### config.mk
export PLATFORM = sky130hd
export DESIGN_NAME = melody_seq
export DESIGN_NICKNAME = d
export VERILOG_FILES = /design/src/rtl/melody_seq.sv
export SDC_FILE = /design/constraint.sdc
export NUM_CORES = 1
export LEC_CHECK = 0
export CAP_MARGIN = 20
export CORE_MARGIN = 2
export CORE_UTILIZATION = 60
export CTS_CLUSTER_SIZE = 25
export DETAILED_ROUTE_END_ITERATION = 7
export HOLD_SLACK_MARGIN = 0.12
export PLACE_DENSITY = 0.8
export SLEW_MARGIN = 25
export SYNTH_ARGS = -nofsm -noshare
export SYNTH_HDL_FRONTEND = slang
export SYNTH_SLANG_ARGS = --single-unit
### constraint.sdc
create_clock -name clk -period 3.7 [get_ports clk]
set_input_delay 0.37 -clock clk [delete_from_list [all_inputs] [get_ports clk]]
set_output_delay 0.37 -clock clk [all_outputs]
set_load 0.005 [all_outputs]
### src/rtl/melody_seq.sv
`timescale 1ns/1ps
// melody_seq: plays one of four fixed tunes from an internal ROM on a start pulse.
// Each ROM entry holds a note for len tempo ticks, minus a trailing silent gap.
//
// Ports:
//   clk       system clock
//   rst       synchronous, active-high reset
//   start     single-cycle request to play tune song_sel
//   song_sel  tune index, sampled only when start=1
//   stop      abort playback (wins over start)
//   key       registered active-low note code, 8'hFF = silence
//   busy      high while a tune is playing
//   done      one-cycle pulse when a tune completes normally
module melody_seq #(
   parameter int unsigned CLK_HZ     = 50000000,
   parameter int unsigned TICK_DIV   = 3125000,
   parameter int unsigned GAP_CYCLES = 1250000
) (
   input  logic       clk,
   input  logic       rst,
   input  logic       start,
   input  logic [1:0] song_sel,
   input  logic       stop,
   output logic [7:0] key,
   output logic       busy,
   output logic       done
);

   // Reject timing parameters that would leave no tone or no gap in an entry.
   if (CLK_HZ == 0 || GAP_CYCLES == 0 || GAP_CYCLES >= TICK_DIV) begin : g_param_check
      $error("melody_seq: invalid timing parameters");
   end

   localparam int unsigned CYC_W = $clog2(TICK_DIV);
   localparam logic [CYC_W-1:0] CYC_LAST  = CYC_W'(TICK_DIV - 1);
   localparam logic [CYC_W-1:0] TONE_LAST = CYC_W'(TICK_DIV - GAP_CYCLES - 1);
   localparam logic [7:0] KEY_SILENT = 8'hFF;

   typedef enum logic [1:0] {
      S_IDLE,
      S_TONE,
      S_GAP,
      S_END
   } state_t;

   // Tune ROM: entry = {note[3:0], len[3:0]}; len=0 terminates the tune.
   function automatic logic [7:0] rom_entry(input logic [1:0] song, input logic [3:0] idx);
      logic [7:0] e;
      case ({song, idx})
         6'h00:   e = 8'h12;
         6'h01:   e = 8'h32;
         6'h02:   e = 8'h54;
         6'h10:   e = 8'hC1;
         6'h11:   e = 8'h81;
         6'h12:   e = 8'h52;
         6'h20:   e = 8'h84;
         6'h21:   e = 8'h74;
         6'h22:   e = 8'h64;
         6'h23:   e = 8'h54;
         6'h24:   e = 8'h18;
         6'h30:   e = 8'h11;
         6'h31:   e = 8'h01;
         6'h32:   e = 8'h82;
         default: e = 8'h00;
      endcase
      return e;
   endfunction

   // Note number to active-low buzzer code; 0 and 15 are rests.
   function automatic logic [7:0] note_key(input logic [3:0] note);
      logic [7:0] k;
      case (note)
         4'd1:    k = 8'hFE;
         4'd2:    k = 8'hFD;
         4'd3:    k = 8'hFB;
         4'd4:    k = 8'hF7;
         4'd5:    k = 8'hEF;
         4'd6:    k = 8'hDF;
         4'd7:    k = 8'hBF;
         4'd8:    k = 8'h7F;
         4'd9:    k = 8'h7E;
         4'd10:   k = 8'h7D;
         4'd11:   k = 8'h7B;
         4'd12:   k = 8'h77;
         4'd13:   k = 8'h6F;
         4'd14:   k = 8'h5F;
         default: k = KEY_SILENT;
      endcase
      return k;
   endfunction

   state_t           state_q, state_d;
   logic [1:0]       song_q, song_d;
   logic [3:0]       idx_q, idx_d;
   logic [3:0]       tick_q, tick_d;
   logic [CYC_W-1:0] cyc_q, cyc_d;
   logic [7:0]       key_d;
   logic             busy_d;
   logic             done_d;

   logic [7:0]       cur_entry;
   logic [7:0]       nxt_entry;
   logic [7:0]       first_entry;
   logic             tick_end;
   logic             last_tick;
   logic [CYC_W-1:0] cyc_inc;
   logic [3:0]       tick_inc;

   // ROM lookups: current entry, the one after it, and entry 0 of the requested tune.
   always_comb begin
      cur_entry   = rom_entry(song_q, idx_q);
      nxt_entry   = rom_entry(song_q, idx_q + 4'd1);
      first_entry = rom_entry(song_sel, 4'd0);
      tick_end    = (cyc_q == CYC_LAST);
      last_tick   = (tick_q == cur_entry[3:0] - 4'd1);
      cyc_inc     = tick_end ? '0 : cyc_q + CYC_W'(1);
      tick_inc    = tick_end ? tick_q + 4'd1 : tick_q;
   end

   // Next-state and next-output logic; stop has priority over start.
   always_comb begin
      state_d = state_q;
      song_d  = song_q;
      idx_d   = idx_q;
      tick_d  = tick_q;
      cyc_d   = cyc_q;
      key_d   = KEY_SILENT;
      busy_d  = 1'b0;
      done_d  = 1'b0;

      if (stop) begin
         state_d = S_IDLE;
      end else if (start) begin
         song_d = song_sel;
         idx_d  = 4'd0;
         tick_d = 4'd0;
         cyc_d  = '0;
         if (first_entry[3:0] == 4'd0) begin
            state_d = S_END;
            done_d  = 1'b1;
         end else begin
            state_d = S_TONE;
            key_d   = note_key(first_entry[7:4]);
            busy_d  = 1'b1;
         end
      end else begin
         unique case (state_q)
            S_IDLE: begin
               state_d = S_IDLE;
            end
            S_TONE: begin
               busy_d = 1'b1;
               cyc_d  = cyc_inc;
               tick_d = tick_inc;
               if (last_tick && cyc_q == TONE_LAST) begin
                  state_d = S_GAP;
               end else begin
                  key_d = note_key(cur_entry[7:4]);
               end
            end
            S_GAP: begin
               busy_d = 1'b1;
               cyc_d  = cyc_inc;
               tick_d = tick_inc;
               if (last_tick && tick_end) begin
                  // Index never wraps: entry 15 always ends the tune.
                  if (idx_q == 4'hF || nxt_entry[3:0] == 4'd0) begin
                     state_d = S_END;
                     busy_d  = 1'b0;
                     done_d  = 1'b1;
                  end else begin
                     state_d = S_TONE;
                     idx_d   = idx_q + 4'd1;
                     tick_d  = 4'd0;
                     cyc_d   = '0;
                     key_d   = note_key(nxt_entry[7:4]);
                  end
               end
            end
            S_END: begin
               state_d = S_IDLE;
            end
            default: begin
               state_d = S_IDLE;
            end
         endcase
      end
   end

   // State, counters and registered outputs.
   always_ff @(posedge clk) begin
      if (rst) begin
         state_q <= S_IDLE;
         song_q  <= 2'd0;
         idx_q   <= 4'd0;
         tick_q  <= 4'd0;
         cyc_q   <= '0;
         key     <= KEY_SILENT;
         busy    <= 1'b0;
         done    <= 1'b0;
      end else begin
         state_q <= state_d;
         song_q  <= song_d;
         idx_q   <= idx_d;
         tick_q  <= tick_d;
         cyc_q   <= cyc_d;
         key     <= key_d;
         busy    <= busy_d;
         done    <= done_d;
      end
   end

endmodule

==> summary.md, run 1 <==
| Metric | Value |
|---|---|
| Worst hold slack | `around 0.48 ns` |
| Total CTS buffers | `5` |
| Yosys warnings | `0` |
| Initial Util | `0.626` |
| Synth Area in XOR/XNOR | `0.0555` |
| RSZ-0062 raised after global routing | `no` |
| Post-CTS sizing | `0` |
| Synth area leaders | `dfxtp_1, ha_1, nor2_1` |
| Most common library cell in the layout ignoring fill and taps | `nor2_1` |
| Clock buffer depth | `2` |
| Via-to-Cell Ratio | `about 6.4` |
| Clk root buf | `clkbuf_8` |
| Reg2Reg Depth | `12` |
| Adder-Cell Fraction of Synth Area | `0.0668` |
| CP Launch Type | `register` |
| Sink Count | `44` |
| Cell taking the most area after synthesis | `dfxtp_1` |
| Number of diodes | `0` |
| Die Span Y | `between 70 and 80 µm` |
| Nets | `409` |
| First-pass GRT wire length | `12400 µm` |
| Slew HR | `0.371` |
| CP required | `about 3.9 ns` |
| FF-to-FF setup slack | `0.30 ns` |
| Synth unique cells | `65` |
| Iteration-0 DRC Markers | `326` |
| Final wirelength | `7470 µm` |
| Place WS | `slightly below 0.4 ns` |
| Syn Area/Cell | `7.97 µm²` |
| Vias in the first global route | `around 2.5k` |
| Final routed DRC violation total | `0` |
| Slew at the pin with the worst max-slew slack | `0.938 ns` |
| CTS HTree Levels | `2` |
| CTS tree | `done` |
| CTS clk-pin slew, worst paths | `about 0.09 ns` |
| # rows | `25` |
| Io pins | `16` |
| Final ANT Viol Nets | `0` |
| Maximum vdd drop | `0.166 mV` |
| Crit path capture type | `register` |
| Simple-gate area share of the yosys netlist | `0.302` |
| Share of cells above drive strength 1 | `0.0722` |
| Most frequent cells in the layout | `nor2_1, dfxtp_1, nand2_1, inv_1, o21ai_0` |
| Main combinational cell family by area after synthesis | `simple AND/OR/NAND/NOR gates` |
| Leak Pwr | `1.13 nW` |
| Minimum clock period | `3.40 ns` |
| Multiplexer share of the synthesized area | `0.0167` |
| Cells on Worst Hold Path | `2` |
| Syn nets | `398` |
| Number of synthesized register bits | `44` |
| Hold buffers post-CTS | `0` |
| Largest net degree at the start of global routing | `28` |
| Area of the mapped netlist | `0.00300 mm²` |
| Synth top area share | `0.294` |
| Number of synthesized flops with an enable pin | `0` |
| Final worst slack | `between 0.2 and 0.3 ns` |
| DIE AREA | `roughly 0.0056 mm²` |
| WL per Instance | `16.4 µm` |
| Fmax | `294 MHz` |
| Overall power | `0.000971 W` |
| Pwr Density | `294 mW/mm²` |
| Post-synth ARST share | `0` |
| DP Wirelength | `between 5000 and 6000 µm` |
| Total core area | `between 0.004 and 0.005 mm²` |
| Final setup fails | `0` |
| Status | `finished, final reports clean` |
| Fin. Hold Viols | `0` |
| Layout Area Growth over Synthesis | `10.4%` |
| GP Congestion | `about 0.9` |
| Ys flop type | `dfxtp_1` |
| Max Slew Vio Count | `0` |
| Worst Path Arrival | `3.56 ns` |
| Port Buffers | `15` |
| Compound-gate portion of the synthesized area | `0.205` |
| Post-synthesis sequential area ratio | `0.294` |
| Setup CP Type | `register to register` |
| Initial antenna violation count | `0` |
| Worst-path maximum fanout | `16` |
| Max_cap viols | `0` |
| Total grt overflow | `0` |
| Final worst path period share | `0.919` |
| Setup TNS | `0 ns` |
| Class of the worst hold path | `register to register` |
| Post-CTS setup repair buffer count | `0` |
| Die X | `74.7 µm` |
| Clock Latency Late Sink | `0.31 ns` |
| Total GRT Usage | `0.286` |
| Skew final | `0.0117 ns` |
| Final Util | `0.691` |
| First-pass detailed-route iteration total | `5` |
| Cell count after synthesis | `376` |
| Vias | `2906` |
## worst max-delay path, cell delays in order (launching register included)
cell	delay, ns
dfxtp_1	0.56
inv_1	0.14
ha_1	0.29
nand2_1	0.11
o31ai_1	0.09
nand2_1	0.09
ha_1	0.16
xnor2_1	0.10
or4_4	0.49
a211oi_2	0.28
o21ai_2	0.30
o41ai_1	0.48
o2111ai_1	0.17
## registers in the layout, summed over array words and instances, names as in the netlist
| signal | count |
|---|---|
| busy | 1 |
| cyc_q | 22 |
| done | 1 |
| idx_q | 4 |
| key | 8 |
| song_q | 2 |
| state_q | 2 |
| tick_q | 4 |
## kinds of logic (layout without fill, tap and decap cells)
| kind of cell | Yosys count | in the layout |
|---|---|---|
| AO/OA/AOI/OAI | 83 | 83 |
| AND/OR/NAND/NOR | 168 | 168 |
| XOR/XNOR | 19 | 19 |
| adder cells (fa/ha/maj) | 16 | 16 |
| multiplexers | 5 | 5 |
| buffers and inverters | 41 | 53 |
| flip-flops | 44 | 44 |
## cell usage after synthesis, types with 4 or more instances
| cell type | n |
|---|---|
| nor2_1 | 45 |
| dfxtp_1 | 44 |
| nand2_1 | 31 |
| inv_1 | 22 |
| o21ai_0 | 18 |
| ha_1 | 16 |
| nand3_1 | 15 |
| nor3_1 | 14 |
| xnor2_1 | 14 |
| a21oi_1 | 12 |
| clkbuf_1 | 10 |
| o31ai_1 | 10 |
| nand4_1 | 8 |
| nor2b_1 | 8 |
| nand2b_1 | 7 |
| and3_1 | 6 |
| o2111ai_1 | 6 |
| mux2i_1 | 5 |
| o41ai_1 | 5 |
| xor2_1 | 5 |
| buf_2 | 4 |
| nor4_1 | 4 |
## worst paths after layout
path,start,end
worst max register to register,idx_q[0],key[3]
worst min-delay path,cyc_q[1],cyc_q[1]
worst max-delay path,idx_q[0],key[3]
worst min register to register,cyc_q[1],cyc_q[1]
## metal layers
metal | part of all wire | GRT usage | wire (µm) | up-vias
met2 | 0.45 | 0.442 | 3360 | 142
met1 | 0.46 | 0.415 | 3470 | 1353
met4 | 0.020 | 0.0873 | 151 | 0
met5 | 0 | 0 | 0 | -
li1 | - | - | - | 1394
met3 | 0.065 | 0.0415 | 487 | 17
## power by group
part / internal (W) / switching [W]
Combinational: 0.0000387 / 0.0000668
Sequential: 0.000478 / 0.00000224
Clock: 0.000204 / 0.000182
Total: 0.000720 / 0.000251
## layout make-up
type / count / area (µm²)
inverters: 22 / 82.6
clock inverters: 3 / 46.3
multi-input cells: 291 / 1940
flip-flops and latches: 44 / 881
clock buffers: 5 / 68.8
fillers: 384 / 1480
well taps: 67 / 83.8
repair buffers: 23 / 210
## per-stage QoR
step	cells	area [µm²]
4_1_cts	455	3310
2_1_floorplan	376	3000
3_3_place_gp	447	3190
6_report	455	3310
3_5_place_dp	447	3190
5_1_grt	455	3310
Note: power is estimated with default switching activity, not from simulation.
==> inputs of run 2 (changes only) <==
--- a/config.mk
+++ b/config.mk
@@ -11,6 +11,7 @@
 export CTS_CLUSTER_SIZE = 25
 export DETAILED_ROUTE_END_ITERATION = 7
+export DONT_BUFFER_PORTS = 1
 export HOLD_SLACK_MARGIN = 0.12
-export PLACE_DENSITY = 0.8
+export PLACE_DENSITY = 0.76
 export SLEW_MARGIN = 25
 export SYNTH_ARGS = -nofsm -noshare
==> constraint.sdc (replaced) <==
create_clock -name clk -period 3.7 [get_ports clk]
set_input_delay 0.37 -clock clk [delete_from_list [all_inputs] [get_ports clk]]
set_output_delay 0.37 -clock clk [all_outputs]
set_load 0.1 [all_outputs]
==> summary.md, run 2 (same netlist as run 1, synthesis figures left out) <==
| Metric | Value |
|---|---|
| Setup TNS | `0 ns (unchanged)` |
| Total CTS buffers | `5 (unchanged)` |
| Most common library cell in the layout ignoring fill and taps | `nor2_1 (unchanged)` |
| Number of diodes | `0 (unchanged)` |
| R2R Path Start | `idx_q[0] (unchanged)` |
| Leak Pwr | `1.07 nW (was 1.13 nW)` |
| Class of the worst hold path | `input pin to register (was register to register)` |
| Post-CTS sizing | `0 (unchanged)` |
| Die Span Y | `74.7 µm (unchanged)` |
| CTS tree | `done (unchanged)` |
| Iteration-0 DRC Markers | `228 (was 326)` |
| Clock buffer depth | `2 (unchanged)` |
| Pwr Density | `303 mW/mm² (was 294 mW/mm²)` |
| DP Wirelength | `5320 µm (was 5360 µm)` |
| Share of cells above drive strength 1 | `0.0672 (was 0.0722)` |
| FF-to-FF setup slack | `0.36 ns (was 0.30 ns)` |
| CP Launch Type | `register (unchanged)` |
| Clock Latency Late Sink | `0.30 ns (was 0.31 ns)` |
| Placed instance count | `430 (was 447)` |
| Final Cell Area | `0.00315 mm² (was 0.00331 mm²)` |
| Final ANT Viol Nets | `0 (unchanged)` |
| # rows | `25 (unchanged)` |
| Biggest regs | `cyc_q: 22 flops, key: 8 flops (unchanged)` |
| Max_cap viols | `0 (unchanged)` |
| Port Buffers | `0 (was 15)` |
| Final worst path period share | `0.903 (was 0.919)` |
| Status | `finished, final reports clean (unchanged)` |
| Initial Util | `0.626 (unchanged)` |
| Number of flip-flops in the largest register | `22 (unchanged)` |
| Fmax | `299 MHz (was 294 MHz)` |
| First-pass GRT wire length | `12100 µm (was 12400 µm)` |
| Hold Startpoint | `rst (was cyc_q[1])` |
| Filler cells | `423 (was 384)` |
| Vias in the first global route | `2426 (was 2541)` |
| DIE AREA | `0.00558 mm² (unchanged)` |
| WL per Instance | `16.6 µm (was 16.4 µm)` |
| Final Util | `0.657 (was 0.691)` |
| Worst Path Arrival | `3.50 ns (was 3.56 ns)` |
| Die X | `74.7 µm (unchanged)` |
| Max Slew Vio Count | `0 (unchanged)` |
| Largest net degree at the start of global routing | `28 (unchanged)` |
| Worst-path maximum fanout | `16 (unchanged)` |
| FF-to-FF End | `key[4] (was key[3])` |
| Minimum clock period | `3.34 ns (was 3.40 ns)` |
| Largest Register | `cyc_q (unchanged)` |
| Layout Area Growth over Synthesis | `4.92% (was 10.4%)` |
| Reg2Reg Depth | `12 (unchanged)` |
| Final routed DRC violation total | `0 (unchanged)` |
| Maximum vdd drop | `0.272 mV (was 0.166 mV)` |
| Skew final | `0.00783 ns (was 0.0117 ns)` |
| Placed Area | `0.00303 mm² (was 0.00319 mm²)` |
| Nets | `393 (was 409)` |
| Overall power | `0.000952 W (was 0.000971 W)` |
| RSZ-0062 raised after global routing | `no (unchanged)` |
| Sink Count | `44 (unchanged)` |
| Setup CP Type | `register to register (unchanged)` |
| Final wirelength | `7290 µm (was 7470 µm)` |
| Total grt overflow | `0 (unchanged)` |
| First-pass detailed-route iteration total | `5 (unchanged)` |
| CTS clk-pin slew, worst paths | `0.08 ns (was 0.09 ns)` |
| GP Congestion | `0.993 (was 0.903)` |
| Final setup fails | `0 (unchanged)` |
| Via-to-Cell Ratio | `6.46 (was 6.39)` |
| Slew at the pin with the worst max-slew slack | `1.00 ns (was 0.938 ns)` |
| Slew HR | `0.328 (was 0.371)` |
| CTS HTree Levels | `2 (unchanged)` |
| Vias | `2837 (was 2906)` |
| CP required | `3.86 ns (about the same)` |
| Clk root buf | `clkbuf_8 (unchanged)` |
| Most frequent cells in the layout | `nor2_1, dfxtp_1, nand2_1, inv_1, o21ai_0 (unchanged)` |
| Final cell count without fillers | `439 (was 455)` |
| Area of the multi-input gates | `0.00194 mm² (unchanged)` |
| Total core area | `0.00479 mm² (unchanged)` |
| Fin. Hold Viols | `0 (unchanged)` |
| Initial antenna violation count | `0 (unchanged)` |
| Register Area | `881 µm² (unchanged)` |
| Total GRT Usage | `0.279 (was 0.286)` |
| End of the worst hold path | `song_q[1] (was cyc_q[1])` |
| Crit path capture type | `register (unchanged)` |
| Cells on Worst Hold Path | `1 (was 2)` |
| Io pins | `16 (unchanged)` |
-- run 2: cell types whose count changed in the layout (fill, tap and decap cells not counted) --
cell	previous run	this run
inv_6	1	0
dlygate4sd3_1	0	1
clkdlybuf4s50_1	15	0
clkbuf_1	0	1
clkinv_2	0	1
clkinvlp_4	1	0
buf_4	8	6
-- run 2: routing by layer --
layer / part of all wire / vias up / global-route usage
met3: 0.074 / 11 / 0.0535
met4: 0.015 / 0 / 0.0893
met1: 0.47 / 1331 / 0.415
li1: - / 1356 / -
met2: 0.44 / 139 / 0.406
met5: 0 / - / 0
-- run 2: layout make-up --
cell class | count | area share
inverters | 22 | 0.0263
multi-input cells | 291 | 0.615
clock inverters | 2 | 0.0111
well taps | 67 | 0.0267
flip-flops and latches | 44 | 0.280
repair buffers | 7 | 0.0175
clock buffers | 6 | 0.0231
-- run 2: how the worst max path moves through the flow --
| stage | startpoint | to | slack (ns) | cells after the start |
|---|---|---|---|---|
| after floorplan | song_q[0] | key[1] | 0.53 | 14 |
| after global placement | idx_q[1] | key[3] | 0.55 | 8 |
| after detailed placement | idx_q[0] | key[3] | 0.43 | 12 |
| after CTS | idx_q[0] | key[3] | 0.40 | 12 |
| after global routing | idx_q[0] | idx_q[0] | 0.19 | 12 |
| final | idx_q[0] | key[4] | 0.36 | 12 |
-- run 2: per-stage QoR --
step	worst slack (ns)	hold WS, ns
finish	0.357	0.133
global route	0.192	0.124
CTS	0.405	0.121
detailed placement	0.427	0.445
global placement	0.553	0.442
floorplan	0.526	0.449
-- run 2: critical path: stages, from the launching register on --
cell and delay (ns):
dfxtp_1 0.59, inv_1 0.16, ha_1 0.30, nand2_1 0.11, o31ai_1 0.07, nand2_1 0.08
ha_1 0.15, xnor2_1 0.08, or4_4 0.48, a211oi_2 0.27, o21ai_2 0.28, o41ai_1 0.49
nand4_1 0.13
-- run 2: where the power goes --
part | internal, W | switching [W] | leakage, nW | total, W
combinational | 0.0000295 | 0.0000553 | 0.655 | 0.0000847
sequential | 0.000478 | 0.0000219 | 0.356 | 0.000500
clock | 0.000200 | 0.000167 | 0.0552 | 0.000367
total | 0.000708 | 0.000244 | 1.07 | 0.000952
-- run 2: repair_timing --
action                                 4_1_cts  5_1_grt
setup buffers                                0        0
endpoints found under the hold margin        0        2
hold buffers                                 0        1
